### src/rtl/fifo_rd_drain_if.sv
// ---------------------------------------------------------------------------
// fifo_rd_drain_if
// Bundles the two handshakes of the FIFO read-side drain:
//   FIFO side  : f_empty_flag, fifo_d (into the drain), r_en (out of the drain)
//   Stream side: m_data, m_valid (out of the drain), m_ready (into the drain)
// Stream handshake: a word moves on every rising edge where m_valid && m_ready.
// m_valid never depends on m_ready, and m_data holds while m_valid && !m_ready.
// Modports:
//   master : the drain block itself
//   slave  : the FIFO plus the downstream sink
// ---------------------------------------------------------------------------
interface fifo_rd_drain_if #(
    parameter int f_width = 8
);
    logic               f_empty_flag;
    logic [f_width-1:0] fifo_d;
    logic               r_en;
    logic [f_width-1:0] m_data;
    logic               m_valid;
    logic               m_ready;

    modport master (
        input  f_empty_flag,
        input  fifo_d,
        output r_en,
        output m_data,
        output m_valid,
        input  m_ready
    );

    modport slave (
        output f_empty_flag,
        output fifo_d,
        input  r_en,
        input  m_data,
        input  m_valid,
        output m_ready
    );
endinterface

### src/rtl/fifo_rd_drain.sv
// ---------------------------------------------------------------------------
// fifo_rd_drain
// Read-side consumer for the FIFO. Issues r_en against the empty flag,
// captures the registered FIFO data one cycle after each accepted read, and
// presents the words on a valid/ready stream through a 2-entry buffer.
// Sustains one word per cycle, counts delivered words, supports flush.
// Ports:
//   r_clk      read-domain clock (rising edge)
//   reset      synchronous active-high reset, overrides everything
//   flush      one-cycle synchronous discard of buffer and in-flight word
//   bus        fifo_rd_drain_if.master (FIFO read port + output stream)
//   rd_count   delivered-word count, wraps modulo 2^cnt_width
//   rd_busy    high whenever the state is not IDLE
//   dbg_state  current state: 0 = IDLE, 1 = ACTIVE, 2 = FULL
// ---------------------------------------------------------------------------
module fifo_rd_drain #(
    parameter int f_width   = 8,
    parameter int cnt_width = 16
) (
    input  logic                 r_clk,
    input  logic                 reset,
    input  logic                 flush,
    fifo_rd_drain_if.master      bus,
    output logic [cnt_width-1:0] rd_count,
    output logic                 rd_busy,
    output logic [1:0]           dbg_state
);

    typedef enum logic [1:0] {
        ST_IDLE   = 2'd0,
        ST_ACTIVE = 2'd1,
        ST_FULL   = 2'd2
    } state_t;

    state_t               state_q, state_d;
    logic [1:0]           occ_q, occ_d;
    logic                 inflight_q;
    logic [f_width-1:0]   buf0_q, buf0_d;
    logic [f_width-1:0]   buf1_q, buf1_d;
    logic [cnt_width-1:0] count_q, count_d;

    logic                 pop;
    logic                 push;
    logic                 r_en_c;
    logic [2:0]           pending;

    always_comb begin
        pop  = (occ_q != 2'd0) && bus.m_ready;
        // A word returning during flush is dropped, never written.
        push = inflight_q && !flush;
        // Slots already claimed once this cycle's pop leaves; pop implies
        // occ_q >= 1, so the subtraction cannot underflow.
        pending = {1'b0, occ_q} + {2'b00, inflight_q} - {2'b00, pop};
        r_en_c  = !bus.f_empty_flag && !flush && !reset && (pending < 3'd2);

        occ_d   = occ_q;
        buf0_d  = buf0_q;
        buf1_d  = buf1_q;
        count_d = count_q + {{(cnt_width-1){1'b0}}, pop};

        if (flush) begin
            occ_d  = 2'd0;
            buf0_d = '0;
            buf1_d = '0;
        end else begin
            case ({push, pop})
                2'b11: begin
                    // Occupancy unchanged; new word lands behind the survivor.
                    if (occ_q == 2'd1) begin
                        buf0_d = bus.fifo_d;
                    end else begin
                        buf0_d = buf1_q;
                        buf1_d = bus.fifo_d;
                    end
                end
                2'b10: begin
                    if (occ_q == 2'd0) buf0_d = bus.fifo_d;
                    else               buf1_d = bus.fifo_d;
                    occ_d = occ_q + 2'd1;
                end
                2'b01: begin
                    buf0_d = buf1_q;
                    occ_d  = occ_q - 2'd1;
                end
                default: begin
                end
            endcase
        end

        // State tracks the occupancy/in-flight values that hold next cycle.
        if (occ_d == 2'd2)                 state_d = ST_FULL;
        else if (occ_d != 2'd0 || r_en_c)  state_d = ST_ACTIVE;
        else                               state_d = ST_IDLE;
    end

    always_ff @(posedge r_clk) begin
        if (reset) begin
            state_q    <= ST_IDLE;
            occ_q      <= 2'd0;
            inflight_q <= 1'b0;
            buf0_q     <= '0;
            buf1_q     <= '0;
            count_q    <= '0;
        end else begin
            state_q    <= state_d;
            occ_q      <= occ_d;
            inflight_q <= r_en_c;
            buf0_q     <= buf0_d;
            buf1_q     <= buf1_d;
            count_q    <= count_d;
        end
    end

    assign bus.r_en    = r_en_c;
    assign bus.m_data  = buf0_q;
    assign bus.m_valid = (occ_q != 2'd0);
    assign rd_count    = count_q;
    assign rd_busy     = (state_q != ST_IDLE);
    assign dbg_state   = state_q;

endmodule

### src/flat_wrapper.sv
// flat-port wrapper written by rule: the top's interface ports become plain ports
module fifo_rd_drain_flat 
#(
    parameter int f_width   = 8,
    parameter int cnt_width = 16
)
  (r_clk, reset, flush, rd_count, rd_busy, dbg_state, bus_f_empty_flag, bus_fifo_d, bus_r_en, bus_m_data, bus_m_valid, bus_m_ready);
  fifo_rd_drain_if #(.f_width(f_width)) bus_i ();
  input  logic r_clk;
  input  logic reset;
  input  logic flush;
  output logic [cnt_width-1:0] rd_count;
  output logic rd_busy;
  output logic [1:0] dbg_state;
  input wire logic [$bits(bus_i.f_empty_flag)-1:0] bus_f_empty_flag;
  input wire logic [$bits(bus_i.fifo_d)-1:0] bus_fifo_d;
  output wire logic [$bits(bus_i.r_en)-1:0] bus_r_en;
  output wire logic [$bits(bus_i.m_data)-1:0] bus_m_data;
  output wire logic [$bits(bus_i.m_valid)-1:0] bus_m_valid;
  input wire logic [$bits(bus_i.m_ready)-1:0] bus_m_ready;
  assign bus_i.f_empty_flag = bus_f_empty_flag;
  assign bus_i.fifo_d = bus_fifo_d;
  assign bus_r_en = bus_i.r_en;
  assign bus_m_data = bus_i.m_data;
  assign bus_m_valid = bus_i.m_valid;
  assign bus_i.m_ready = bus_m_ready;
  fifo_rd_drain #(.f_width(f_width), .cnt_width(cnt_width)) u_core (.r_clk(r_clk), .reset(reset), .flush(flush), .bus(bus_i), .rd_count(rd_count), .rd_busy(rd_busy), .dbg_state(dbg_state));
endmodule
### config.mk
export PLATFORM = sky130hd
export DESIGN_NAME = fifo_rd_drain_flat
export DESIGN_NICKNAME = d
export VERILOG_FILES = /design/src/rtl/fifo_rd_drain_if.sv /design/src/rtl/fifo_rd_drain.sv /design/src/flat_wrapper.sv
export SDC_FILE = /design/constraint.sdc
export NUM_CORES = 1
export LEC_CHECK = 0
export ABC_AREA = 1
export CORE_MARGIN = 1
export CORE_UTILIZATION = 46
export DETAILED_ROUTE_END_ITERATION = 10
export PLACE_DENSITY_LB_ADDON = 0.2
export SLEW_MARGIN = 5
export SYNTH_ARGS = -nofsm -noshare
export SYNTH_HDL_FRONTEND = slang
export SYNTH_SLANG_ARGS = --single-unit
### constraint.sdc
create_clock -name r_clk -period 2.3 [get_ports r_clk]
set_clock_uncertainty 0.2 [all_clocks]
set_input_delay 0.46 -clock r_clk [delete_from_list [all_inputs] [get_ports r_clk]]
set_output_delay 0.46 -clock r_clk [all_outputs]
set_load 0.01 [all_outputs]
==> summary.md <==
The run gives 0.150 as the portion of total power attributed to combinational logic. The worst supply voltage drop on vdd was 0.000310 V; the final hold slack was 287 ps. The tools report the post-synthesis instance area as 1980 µm². The count of flip-flops with a built-in enable after synthesis is 0. In this run the most critical hold path is launched from u_core.rd_count[9]. Cell internal power was estimated by the tool at 0.952 mW.

The synthesized design contains 37 register bits. The first global-routing pass estimated 7960 µm of wire. The worst setup path is captured at an output pin. Max-cap violations in this run came to 0. In this run the power density over the cells is 476 nW/µm². In this run the clock root is driven by a sky130_fd_sc_hd__clkbuf_8. Entering global routing, the biggest net connects 18 pins. The fraction of registers with async set/reset was 0; the count of endpoints failing setup in the final report was 1. For this block, the via count after detailed routing is 1951. The type of the setup path with the least slack was reg -> out.

No sink is reached through more buffers than the 2 on the longest clock path. The count of yosys warnings during synthesis was 0; the worst setup slack after layout was -450 ps. TritonCTS built the clock tree. The finished cells cover 2730 µm².

The clock network fraction of total power came out at 0.347. After clock tree synthesis, the clock-pin slew on the worst setup and hold paths is 80 ps. The logs give 0.503 for the sequential power share and 4580 µm² for the area enclosed by the die boundary. The post-detailed-placement cell area is 2580 µm².

The area share of the leading cell type in the synthesized netlist was 0.374. By count the netlist is led by 74 x sky130_fd_sc_hd__nand2_1, 53 x sky130_fd_sc_hd__nor2_1, 37 x sky130_fd_sc_hd__dfxtp_1, 25 x sky130_fd_sc_hd__inv_1, 18 x sky130_fd_sc_hd__o21ai_0. The number of nets in the synthesized netlist came out at 303. Setup repair after global routing could not meet its margin everywhere.

In this run, the number of DRC markers left after iteration 0 of detailed routing was 138. Measured in cells, the most critical reg-to-reg path has a length of 13. The worst setup path is launched from a flop. The run gives 32 as the number of distinct library cells after synthesis.

For this design the static power due to leakage is 1.12 nW. For the via count of the first global-routing pass, the log shows 1789. The H-tree generated during clock tree synthesis spans 2 levels. In the final routed layout, each cell accounts on average for 11.8 µm. The worst slew slack as a fraction of its limit was 0.729. The run gives 364 MHz as the highest clock frequency the design can meet.

Counting I/O delays and the setup requirement, the final critical path takes 2750 ps. Counting every sink on the clock net gives 37. In this run the horizontal extent of the chip is 67.6 µm. Relative to the synthesized area, the layout overhead comes to 37.9%. Yosys attributes the largest share of cell area to sky130_fd_sc_hd__dfxtp_1 37%, sky130_fd_sc_hd__nand2_1 14%, sky130_fd_sc_hd__nor2_1 10%. At the worst endpoint, the required time is 1640 ps. The core outline area is 4060 µm², and the sum of overflow across all layers after global routing is 0.

Before CTS, the worst setup slack after placement is -1030 ps. The logs give 0.236 for the global-route usage over all layers and 0 for the number of antenna violations at the first check in global routing. The transition time at the pin with the least slew margin is 407 ps, and the detailed-routing iteration count for the pre-antenna-repair pass is 4. The congestion estimate from routability-driven global placement came to 0.780.

At the later pin of the worst-skew pair, clock insertion delay measures 290 ps. Pin placement for this block handled 42 I/O pins. In this run the critical register-to-register path is launched from u_core.occ_q[0]. The run gives 2090 ps as the critical path data arrival time. Commonest register cell after synthesis: sky130_fd_sc_hd__dfxtp_1. The checks that failed: setup timing. The accumulated negative setup slack was -450 ps. The run finished, with violations left. The mean instance size in the synthesized netlist works out to 6.95 µm².

Port buffering added 41 buffers. Total power for the finished layout comes to 1.30 mW. The logs give 0.374 for the sequential element share of the synthesized area and 0 for the remaining design rule violation count. The filler cells instantiated in the layout total 365.

The tools report the starting density of the core as 0.488. The source of the critical timing path is u_core.occ_q[0]. The cell taking the most area after synthesis is sky130_fd_sc_hd__dfxtp_1.

The floorplan has 23 rows. The post-route clock period utilization works out to 1.20. After detailed routing, the total wire length is 4750 µm. For the number of failing hold endpoints at the final stage, the log shows 0. Share of cells above drive strength 1: 0.223. End-of-flow core utilization: 0.674. The number of placed instances, taps included, is 389. For the antenna diode count, the log shows 0.

In this run the worst hold path is classified as reg -> reg. Once detailed placement completed, the half-perimeter wirelength came to 3450 µm. The switching power as a share of total power works out to 0.269. The count of final max-slew check failures was 0; the critical-path maximum fanout was 2. The number of vias per cell after detailed routing works out to 4.83. Buffers inserted during clock tree synthesis total 5. Synthesis handed over a netlist of 285 instances. The filler-free cell count of the finished design was 404; the cell depth of the worst min-delay path was 2. The net load switching power is 0.350 mW, and the number of antenna-violating nets in the routed design is 0. The floorplan step set the die height to 67.6 µm. Among all cell types in the netlist, the one instantiated most often is sky130_fd_sc_hd__nand2_1. At the end of the flow, the number of nets in the layout was 371.
-- state kept, by name (all words and copies together) (netlist names) --
register	flops
u_core.dbg_state	2
u_core.occ_q	2
u_core.inflight_q	1
u_core.rd_count	16
u_core.buf1_q	8
u_core.bus.m_data	8
-- cells in the final DEF, fill, tap and decap left out, drive strengths merged --
cell type	instances
o21a	1
nor3b	2
buf	26
o21ai	20
a21oi	14
dlygate4sd2	2
clkinv	4
nand3	16
dfxtp	37
clkinvlp	1
nor3	4
xor2	2
nand2	82
inv	32
clkbuf	5
a31oi	1
nor2	58
or2	1
ha	4
nor4	2
fa	1
o21bai	1
clkdlybuf4s50	38
-- area by class of cell --
| cell class | count | area [µm²] | share of cell area |
|---|---|---|---|
| Timing Repair Buffer | 66 | 594 | 0.217 |
| Tap cell | 50 | 62.6 | 0.0229 |
| Sequential cell | 37 | 743 | 0.272 |
| Multi-Input combinational cell | 209 | 1110 | 0.406 |
| Clock buffer | 5 | 68.8 | 0.0252 |
| Inverter | 34 | 138 | 0.0503 |
| Clock inverter | 3 | 17.5 | 0.00641 |
-- power groups by stage --
stage	clock [mW]	sequential [mW]	combinational, mW
global route	0.500	0.656	0.213
detailed placement	0	0.669	0.183
CTS	0.469	0.654	0.187
finish	0.452	0.654	0.195
floorplan	0	0.673	0.0973
global placement	0	0.669	0.179
-- final timing paths --
| path | endpoint | slack, ps |
|---|---|---|
| worst max-delay path | bus_r_en | -450 |
| worst min-delay path | u_core.rd_count[9] | 290 |
| worst max register to register | u_core.dbg_state[0] | 100 |
| worst min register to register | u_core.rd_count[9] | 290 |
-- repair_timing --
action,in CTS,in global routing
resized for setup,7,6
setup endpoints to repair,5,4
setup buffers,4,3
hold endpoints to repair,0,0
pin swaps,4,5
hold buffers,0,0
-- critical path, cell delays in order (launching register included) --
cell and delay (ps):
sky130_fd_sc_hd__dfxtp_2 330, sky130_fd_sc_hd__inv_2 50, sky130_fd_sc_hd__ha_4 170, sky130_fd_sc_hd__clkinv_4 50
sky130_fd_sc_hd__nand2_4 40, sky130_fd_sc_hd__nand2_4 60, sky130_fd_sc_hd__nand3_2 60, sky130_fd_sc_hd__fa_1 510
sky130_fd_sc_hd__inv_2 60, sky130_fd_sc_hd__nor4_4 280, sky130_fd_sc_hd__buf_2 180
-- metal layers --
metal / wire length [µm] / share of wire / track usage / up-vias
li1: - / - / - / 1024
met1: 2160 / 0.46 / 0.289 / 880
met2: 2330 / 0.49 / 0.389 / 37
met3: 155 / 0.033 / 0.0574 / 10
met4: 97 / 0.020 / 0.104 / 0
met5: 0 / 0 / 0 / -
-- logic make-up after synthesis --
kind of cell	after synthesis	share of synthesized area
compound gates	37	0.117
fa+ha+maj	5	0.0354
buf+inv	39	0.0903
flops	37	0.374
simple gates	165	0.374
xor+xnor	2	0.00884
Note: power is estimated with default switching activity, not from simulation.
